**config.mk**
```make
export PLATFORM = sky130hd
export DESIGN_NAME = fetch_stage
export DESIGN_NICKNAME = d
export VERILOG_FILES = /design/src/rtl/fetch_stage_pkg.sv /design/src/rtl/fetch_stage_pipe_reg.sv /design/src/rtl/fetch_stage.sv
export SDC_FILE = /design/constraint.sdc
export NUM_CORES = 1
export LEC_CHECK = 0
export CAP_MARGIN = 20
export CORE_ASPECT_RATIO = 1.5
export CORE_UTILIZATION = 40
export CTS_CLUSTER_DIAMETER = 100
export DETAILED_ROUTE_END_ITERATION = 7
export GPL_TIMING_DRIVEN = 0
export MAX_ROUTING_LAYER = met4
export PLACE_DENSITY = 0.76
export SYNTH_ARGS = -nofsm -noshare
export SYNTH_HDL_FRONTEND = slang
export SYNTH_SLANG_ARGS = --single-unit
export TNS_END_PERCENT = 100
```
**constraint.sdc**
```tcl
create_clock -name clk -period 1.8 [get_ports clk]
set_input_delay 0.18 -clock clk [delete_from_list [all_inputs] [get_ports clk]]
set_output_delay 0.18 -clock clk [all_outputs]
set_load 0.05 [all_outputs]
```
**src/rtl/fetch_stage_pkg.sv**
```systemverilog
// Core-wide constants and types shared by the fetch, decode and hazard logic.
// Holds XLEN, the NOP encoding, the default reset PC and the IF/ID record layout.
package fetch_stage_pkg;

    localparam int XLEN = 32;

    typedef logic [XLEN-1:0] word_t;

    localparam word_t NOP_INSTR_DEFAULT = 32'h0000_0013;  // addi x0,x0,0
    localparam word_t RESET_PC_DEFAULT  = 32'h0000_0000;

    typedef struct packed {
        word_t instr;
        word_t pc;
        word_t pc_plus4;
        logic  valid;
    } if_id_t;

    localparam int IF_ID_W = $bits(if_id_t);

    function automatic word_t pc_align(input word_t addr);
        return {addr[XLEN-1:2], 2'b00};
    endfunction

    function automatic if_id_t make_bubble(input word_t nop);
        if_id_t b;
        b.instr    = nop;
        b.pc       = '0;
        b.pc_plus4 = '0;
        b.valid    = 1'b0;
        return b;
    endfunction

endpackage

```
**src/rtl/fetch_stage_pipe_reg.sv**
```systemverilog
// Generic pipeline register: sync active-low reset, sync clear-to-value, enable.
// Priority is reset > clear > enable, so a flush always beats a stall.
module pipe_reg_en_clr #(
    parameter int               WIDTH     = 32,
    parameter logic [WIDTH-1:0] RESET_VAL = '0,
    parameter logic [WIDTH-1:0] CLR_VAL   = '0
) (
    input  logic             clk,
    input  logic             rst,
    input  logic             en,
    input  logic             clr,
    input  logic [WIDTH-1:0] d,
    output logic [WIDTH-1:0] q
);

    logic [WIDTH-1:0] q_q;
    logic [WIDTH-1:0] q_d;

    // NOTE: the hold value is assigned first so every path through the block drives q_d; no latch.
    always_comb begin
        q_d = q_q;
        if (clr) begin
            q_d = CLR_VAL;
        end else if (en) begin
            q_d = d;
        end
    end

    // NOTE: non-blocking assignment for state so all flops sample their inputs from the same instant.
    always_ff @(posedge clk) begin
        if (!rst) begin
            q_q <= RESET_VAL;
        end else begin
            q_q <= q_d;
        end
    end

    assign q = q_q;

endmodule

```
**src/rtl/fetch_stage.sv**
```systemverilog
// Instruction fetch stage: PC register, next-PC select and the IF/ID pipeline register.
// A redirect from execute overrides a fetch stall; a decode flush overrides a decode stall.
module fetch_stage
    import fetch_stage_pkg::*;
#(
    parameter logic [XLEN-1:0] RESET_PC  = RESET_PC_DEFAULT,
    parameter logic [XLEN-1:0] NOP_INSTR = NOP_INSTR_DEFAULT
) (
    input  logic            clk,
    input  logic            rst,
    input  logic            StallF,
    input  logic            StallD,
    input  logic            FlushD,
    input  logic            PCSrcE,
    input  logic [XLEN-1:0] PCTargetE,
    input  logic [XLEN-1:0] InstrF,
    output logic [XLEN-1:0] PCF,
    output logic [XLEN-1:0] InstrD,
    output logic [XLEN-1:0] PCD,
    output logic [XLEN-1:0] PCPlus4D,
    output logic            ValidD
);

    localparam if_id_t BUBBLE = make_bubble(NOP_INSTR);

    word_t  pc_plus4_f;
    word_t  pc_next;
    logic   pc_en;
    if_id_t if_id_d;
    if_id_t if_id_q;

    always_comb begin
        pc_plus4_f = PCF + word_t'(4);
        pc_next    = PCSrcE ? pc_align(PCTargetE) : pc_plus4_f;
        // Redirect must land even while fetch is stalled, otherwise the target is lost.
        pc_en      = !StallF || PCSrcE;

        if_id_d.instr    = InstrF;
        if_id_d.pc       = PCF;
        if_id_d.pc_plus4 = pc_plus4_f;
        if_id_d.valid    = 1'b1;
    end

    pipe_reg_en_clr #(
        .WIDTH     (XLEN),
        .RESET_VAL (RESET_PC),
        .CLR_VAL   ('0)
    ) u_pc_reg (
        .clk (clk),
        .rst (rst),
        .en  (pc_en),
        .clr (1'b0),
        .d   (pc_next),
        .q   (PCF)
    );

    pipe_reg_en_clr #(
        .WIDTH     (IF_ID_W),
        .RESET_VAL (BUBBLE),
        .CLR_VAL   (BUBBLE)
    ) u_if_id_reg (
        .clk (clk),
        .rst (rst),
        .en  (!StallD),
        .clr (FlushD),
        .d   (if_id_d),
        .q   (if_id_q)
    );

    assign InstrD   = if_id_q.instr;
    assign PCD      = if_id_q.pc;
    assign PCPlus4D = if_id_q.pc_plus4;
    assign ValidD   = if_id_q.valid;

endmodule

```
-- After elaboration in Yosys (flattened, before gate mapping)
Index checks and enable logic that the tools add are counted.
- $add $sub $neg: 1
- multiplexer cells: 1
- bitwise operators: 1
- reductions and logical operators: 3
- operators by type and width (cell ; count):
    $add 32x3->32 const B ; 1
    $mux 32 ; 1
    $reduce_or 2->1 ; 1
    $logic_not 1->1 ; 1
    $logic_or 1x1->1 ; 1
    $not 1->1 ; 1
- flip-flop bits (word level): 129
- input bits: 70
- output and inout bits: 129
- logic and storage cells: 8

-- Longest topological paths before layout
Gate-level depths: netlist of run 1.
- word-level depth: 2
- mapped depth: 8
- mapped depth without buffers: 6

-- By module
From an unflattened synthesis of run 1, not the netlist that was laid out.
- cells, all modules: 592
- area, all modules: 5749.3 um^2
- by module, submodules not included (module ; instances ; cells each ; area an instance (um^2) ; seq. area each (um^2)):
    pipe_reg_en_clr (u_if_id_reg) ; 1 ; 314 ; 3465.8 ; 1941.9
    pipe_reg_en_clr (u_pc_reg) ; 1 ; 104 ; 1173.6 ; 640.6
    fetch_stage ; 1 ; 174 ; 1109.8 ; 0.0

-- Worst setup path after synthesis of run 1
No wires, ideal clock.
- path kind: register -> register
- start: register u_pc_reg.q_q[2] (netlist: u_pc_reg.q[2])
- end: register u_pc_reg.q_q[26] (netlist: u_pc_reg.q[26])
- library setup time: 133 ps
- arrival time: 2061 ps
- required time: 1667 ps
- slack: -393 ps
- stages on the path, launching flop included: 8
- path buffers: 1
- clock period less this slack: 2193 ps
- cell sequence: dfxtp_1 > ha_1 > clkbuf_1 > nor2b_1 > nand2_1 > nor4_1 > xnor2_1 > a21oi_1
- longest elaborated chain between the ends: 2
- ends and longest elaborated chain (what ; RTL line ; text):
    from (decl) ; fetch_stage_pipe_reg.sv:16 ; logic [WIDTH-1:0] q_q;
    from (signal assigned) ; fetch_stage_pipe_reg.sv:34 ; q_q <= q_d;
    $add 32x3->32 ; fetch_stage.sv:33 ; pc_plus4_f = PCF + word_t'(4);
    $mux 32 ; fetch_stage.sv:34 ; pc_next = PCSrcE ? pc_align(PCTargetE) : pc_plus4_f;
Every way passes these cells.
A chain may end at the register's enable or synchronous reset.

-- Final worst setup path of run 1
- start: register u_pc_reg.q_q[8] (netlist: u_pc_reg.q[8])
- end: register u_if_id_reg.q_q[30] (netlist: u_if_id_reg.q[30])
- longest elaborated chain between the ends: 1
- ends and longest elaborated chain (what ; RTL line):
    $add 32x3->32 ; fetch_stage.sv:33
    to (signal assigned) ; fetch_stage_pipe_reg.sv:34
    to (decl) ; fetch_stage_pipe_reg.sv:16
Every way passes these cells.

==> flow_summary.toml, run 1 <==
[status]
status = "finished with violations"
violations = "setup timing"

[sta]
grt_setup_unrepaired = "true"
clock_skew_ps = 9.14
slew_violations = 0
hold_viol = 0
slew_headroom = 0.556
fin_crit_sh = 1.00
setup_viol = 1
min_period_ps = 1810
fmax_mhz = 553
hold-worst-slack_ps = 274
setup_ws_ps = -6.70
worst_slew_pin_slew_ps = 667

[synthesis]
synth_area_sq_um = 5330
yosysMostFrequentCell = "dfxtp_1"
synthCells = 586
syn_avg_cell_area_sq_um = 9.10
synth_flop_cell = "dfxtp_1"
ys_top_cells_by_count = "123 x dfxtp_1, 79 x nor2_1, 64 x mux2i_1"
yosys-top-cells-area = "dfxtp_1 46%, mux2i_1 12%, xnor2_1 6.7%, nor2_1 5.6%, o21ai_0 4.6%"
ys_seq_area_frac = 0.462
async_flop_share = 0
yosysWarnings = 0
synthDistinctLibCells = 38
synth_area_leader_cell = "dfxtp_1"
synth_edf_count = 0
yosysTopAreaCellShare = 0.462
ys_ff_latch = 123

[placement]
place_hpwl_um = 11900
place_inst = 939
gp_congestion = 0.855
port-buffer-count = 189

[worst_setup_path]
r2r_end = "u_if_id_reg.q[30]$_SDFFE_PP0N_"
required_ps = 2070
cp.arrival_ps = 2070
r2r_cells = 8
start_kind = "flop"
end_kind = "flop"
regToRegSetupSlack_ps = -7
rr_startpoint = "u_pc_reg.q[8]$_SDFFE_PN0N_"
crit_fanout = 6
crit_type = "reg -> reg"

[finish]
antenna_cells = 0
layoutNonFillerInstCount = 980
multiInputGateArea_sq_um = 2810
nets = 880
area_growth_pct = 58.6
num-fill-cells = 1053
register_area_sq_um = 2510
drive_gt1_frac = 0.161

[worst_hold_path]
whs_endpoint = "u_pc_reg.q[16]$_SDFFE_PN0N_"
holdPathStages = 3
hold_path_class = "in -> reg"
hp-start = "PCSrcE"

[clock_network]
htreeDepth = 4
path_clk_slew_ps = 50
insertion_delay_ps = 410
cts_root_buf = "clkbuf_16"
cts_hold_buf = 0
cts_tree = "done"
cts_sinks = 123
clock_path_buffers = 2
cts_buffers = 17

[routing]
vias = 5130
drt.antenna.violating_nets = 0
drt_pass1_iterations = 5
vias_per_cell = 5.23
totalWireLength_um = 16800
detail_route.wl_per_cell_um = 17.1
drtIter0Drc = 252
drc_errors = 0

[floorplan]
dieArea_sq_um = 13800
die_height_um = 143
num_rows = 51
ioPinCount = 199
start_util = 0.410
core_sq_um = 13000
fp.dieW_um = 96.3

[global_route]
grt_use_met2 = 0.437
grt_pass1_vias = 5094
busiest_layer = "met2"
antenna_found_initial = 0
grt_max_degree = 17
use_met3 = 0.0519
use_met1 = 0.259
grt.overflow.total = 0
gr-usage-all-layers = 0.247
grt_pass1_wl_um = 25100

[power_and_ir_drop]
p_per_area_nw_per_um2 = 902
ir_worst_vdd_uv = 644
p_leak_nw = 3.53

[run]
maxCapViolCount = 0
worst max-delay path, cell delays in order, from the launching register on:
cell and delay (ps):
dfxtp_4 360, buf_6 120, and3_4 180, buf_8 130, nand4_4 200, buf_12 210, nor3_2 240, xnor2_1 140
a21oi_1 70
per-layer routing:
layer	vias up	part of all wire	wire [um]
met5	-	0	0
met4	0	0.025	420
met3	36	0.073	1230
met2	232	0.52	8740
met1	2425	0.38	6370
li1	2437	-	-
stage by stage:
step                 util  worst slack (ps)  power (W)  area (sq um)  TNS, ps
detailed placement  0.576              -563    0.00424          7500   -32400
finish              0.650             -6.70    0.00763          8460    -6.70
global placement    0.576              -568    0.00422          7500   -29190
global route        0.650              -100    0.00791          8460     -379
CTS                 0.629              3.34    0.00765          8190        0
floorplan               -             -8.02    0.00375          5410    -8.02
sequential cells by signal (all words and copies together) (netlist names):
name and cells:
u_if_id_reg.q 93, u_pc_reg.q 30
logic make-up (layout without fill, tap and decap cells):
logic type / count (synthesis) / count (layout) / share of synthesized area
simple gates: 179 / 180 / 0.170
flops: 123 / 123 / 0.462
compound gates: 104 / 104 / 0.103
mux: 64 / 64 / 0.120
buf+inv: 59 / 288 / 0.0523
xor+xnor: 55 / 55 / 0.0903
fa+ha+maj: 1 / 1 / 0.00235
other cells: 1 / 6 / 0.000703
power breakdown:
group          switching (W)  total [W]  internal [W]
logic               0.000771    0.00127      0.000494
registers           0.000106    0.00294       0.00284
clock network        0.00118    0.00342       0.00224
cell usage in the layout, fill, tap and decap left out, drive strengths merged, types with 14 or more instances in the layout:
cell type        n
clkdlybuf4s50  160
dfxtp          123
nor2            79
mux2i           64
clkbuf          54
o21ai           51
a21oi           47
xnor2           41
buf             37
nand2           31
dlygate4sd2     18
nor3            16
xor2            14
timing repair:
action | CTS | global route
buffers inserted | 1 | 9
resized for setup | 42 | 56
gates cloned | 1 | 1
endpoints found under the setup margin | 69 | 46
pin swaps | 1 | 10
layout make-up:
type	count	share of cell area
multi-input cells	410	0.332
flip-flops and latches	123	0.297
repair buffers	200	0.236
clock buffers	26	0.0654
plain buffers	54	0.0385
well taps	159	0.0235
clock inverters	5	0.00607
inverters	3	0.00133
worst max-delay path by stage:
stage                                               from                             end  slack (ps)  cells past startpoint
final                         u_pc_reg.q[8]$_SDFFE_PN0N_  u_if_id_reg.q[30]$_SDFFE_PP0N_          -7                      8
after global routing          u_pc_reg.q[8]$_SDFFE_PN0N_  u_if_id_reg.q[30]$_SDFFE_PP0N_        -100                      8
after CTS                 u_if_id_reg.q[21]$_SDFFE_PP0N_                    PCPlus4D[20]           3                      1
after detailed placement                          StallF     u_pc_reg.q[21]$_SDFFE_PN0N_        -560                      6
after global placement                            StallF     u_pc_reg.q[21]$_SDFFE_PN0N_        -570                      6
after floorplan               u_pc_reg.q[2]$_SDFFE_PN0N_     u_pc_reg.q[26]$_SDFFE_PN0N_          -8                      7
Note: power is estimated with default switching activity, not from simulation.
==> inputs of run 2 (changes only) <==
--- a/config.mk
+++ b/config.mk
@@ -5,14 +5,13 @@
 export SDC_FILE = /design/constraint.sdc
 export NUM_CORES = 1
 export LEC_CHECK = 0
-export CAP_MARGIN = 20
 export CORE_ASPECT_RATIO = 1.5
-export CORE_UTILIZATION = 40
+export CORE_UTILIZATION = 44
 export CTS_CLUSTER_DIAMETER = 100
 export DETAILED_ROUTE_END_ITERATION = 7
 export GPL_TIMING_DRIVEN = 0
 export MAX_ROUTING_LAYER = met4
-export PLACE_DENSITY = 0.76
+export PLACE_DENSITY = 0.8
 export SYNTH_ARGS = -nofsm -noshare
 export SYNTH_HDL_FRONTEND = slang
 export SYNTH_SLANG_ARGS = --single-unit
==> constraint.sdc (replaced) <==
create_clock -name clk -period 1.84 [get_ports clk]
set_input_delay 0.184 -clock clk [delete_from_list [all_inputs] [get_ports clk]]
set_output_delay 0.184 -clock clk [all_outputs]
set_load 0.05 [all_outputs]
==> flow_summary.toml, run 2 (synthesis gave the netlist of run 1 again) <==
[status]
status = "finished with violations"
violations = "setup timing"

[routing]
drt_pass1_iterations = 6
detail_route.wl_per_cell_um = 18.2
totalWireLength_um = 17600
vias = 5231
vias_per_cell = 5.44
top_layer = "met4"
drt.antenna.violating_nets = 0
drc_errors = 0
wl_met2_um = 9230
met3_length_um = 1240
drtIter0Drc = 430
wl_met1_um = 6500

[sta]
setup_viol = 1
slew_violations = 0
clock_skew_ps = 6.85
setup_ws_ps = -18.4
min_period_ps = 1860
fmax_mhz = 538
worst_slew_pin_slew_ps = 679
fin_crit_sh = 1.01
grt_setup_unrepaired = "true"
hold_viol = 0
slew_headroom = 0.547
hold-worst-slack_ps = 234

[clock_network]
cts_setup_buffers = 0
cts_tree = "done"
htreeDepth = 4
cts_buffers = 17
cts_root_buf = "clkbuf_16"
insertion_delay_ps = 420
clock_path_buffers = 2
cts_sinks = 123
path_clk_slew_ps = 60

[power_and_ir_drop]
p_leak_nw = 3.17
p_per_area_nw_per_um2 = 909
ir_worst_vdd_uv = 614

[floorplan]
num_rows = 48
core_sq_um = 11700
start_util = 0.458
fp.dieW_um = 91.9
dieArea_sq_um = 12600
die_height_um = 137
ioPinCount = 199

[placement]
gp_congestion = 0.823
port-buffer-count = 189
place_inst = 930
place_area_sq_um = 7460
place_hpwl_um = 12300

[global_route]
antenna_found_initial = 0
gr-usage-all-layers = 0.288
grt_max_degree = 17
grt_pass1_vias = 5277
grt_pass1_wl_um = 27000
grt.overflow.total = 0

[finish]
fin_area_sq_um = 8210
antenna_cells = 0
layout_commonest_cell = "clkdlybuf4s50_1"
nets = 870
layoutNonFillerInstCount = 962
layout_common_cells = "174 x clkdlybuf4s50_1, 102 x dfxtp_1, 79 x nor2_1"
area_growth_pct = 53.9
drive_gt1_frac = 0.140
largest_register_ffs = 93

[worst_setup_path]
crit_fanout = 7
required_ps = 2120
start_kind = "flop"
end_kind = "flop"
cp.arrival_ps = 2140
crit_type = "reg -> reg"

[run]
maxCapViolCount = 0

[worst_hold_path]
hold_path_class = "in -> reg"
-- run 2: metrics by stage --
stage | TNS [ps] | power [W] | util | worst slack [ps]
finish | -18.4 | 0.00746 | 0.704 | -18.4
global route | -368 | 0.00768 | 0.704 | -89.2
CTS | 0 | 0.00745 | 0.696 | 3.49
detailed placement | -26440 | 0.00416 | 0.641 | -431
global placement | -20400 | 0.00413 | 0.641 | -404
floorplan | 0 | 0.00367 | - | 3.53
-- run 2: what timing repair did --
item                                   CTS  global route
setup endpoints to repair               32            48
hold buffers                             0             0
cloned                                   1             1
endpoints found under the hold margin    0             0
pin swaps                                2             2
gates resized for setup                 29            31
-- run 2: final cells by class --
class / count / area, sq um
fillers: 895 / 3440
multi-input cells: 410 / 2730
flip-flops and latches: 123 / 2490
repair buffers: 190 / 1900
clock buffers: 18 / 429
plain buffers: 54 / 295
well taps: 150 / 188
clock inverters: 14 / 161
inverters: 3 / 11.3
-- run 2: layer usage --
| metal | vias to the layer above | GRT usage |
|---|---|---|
| li1 | 2410 | - |
| met1 | 2494 | 0.297 |
| met2 | 274 | 0.522 |
| met3 | 53 | 0.0578 |
| met4 | 0 | 0.138 |
| met5 | - | - |
-- run 2: worst paths after layout --
path / startpoint / end / slack (ps) / cells after the start
setup / recovery: u_pc_reg.q[20]$_SDFFE_PN0N_ / u_pc_reg.q[26]$_SDFFE_PN0N_ / -20 / 6
hold / removal: PCSrcE / u_pc_reg.q[16]$_SDFFE_PN0N_ / 230 / 3
setup reg to reg: u_pc_reg.q[20]$_SDFFE_PN0N_ / u_pc_reg.q[26]$_SDFFE_PN0N_ / -20 / 6
hold reg to reg: u_if_id_reg.q[9]$_SDFFE_PP0N_ / u_if_id_reg.q[9]$_SDFFE_PP0N_ / 470 / 2
-- run 2: report_power, final --
| part | switching [W] | internal, W | total, W |
|---|---|---|---|
| Combinational | 0.000762 | 0.000474 | 0.00124 |
| Sequential | 0.000105 | 0.00278 | 0.00288 |
| Clock | 0.00132 | 0.00202 | 0.00334 |
| Total | 0.00219 | 0.00527 | 0.00746 |
-- run 2: worst max-delay path: stages, from the launching register on --
cell	delay (ps)
dfxtp_2	320
buf_2	200
and4_1	320
nand2_1	240
nor4_2	350
xnor2_1	190
a21oi_1	90
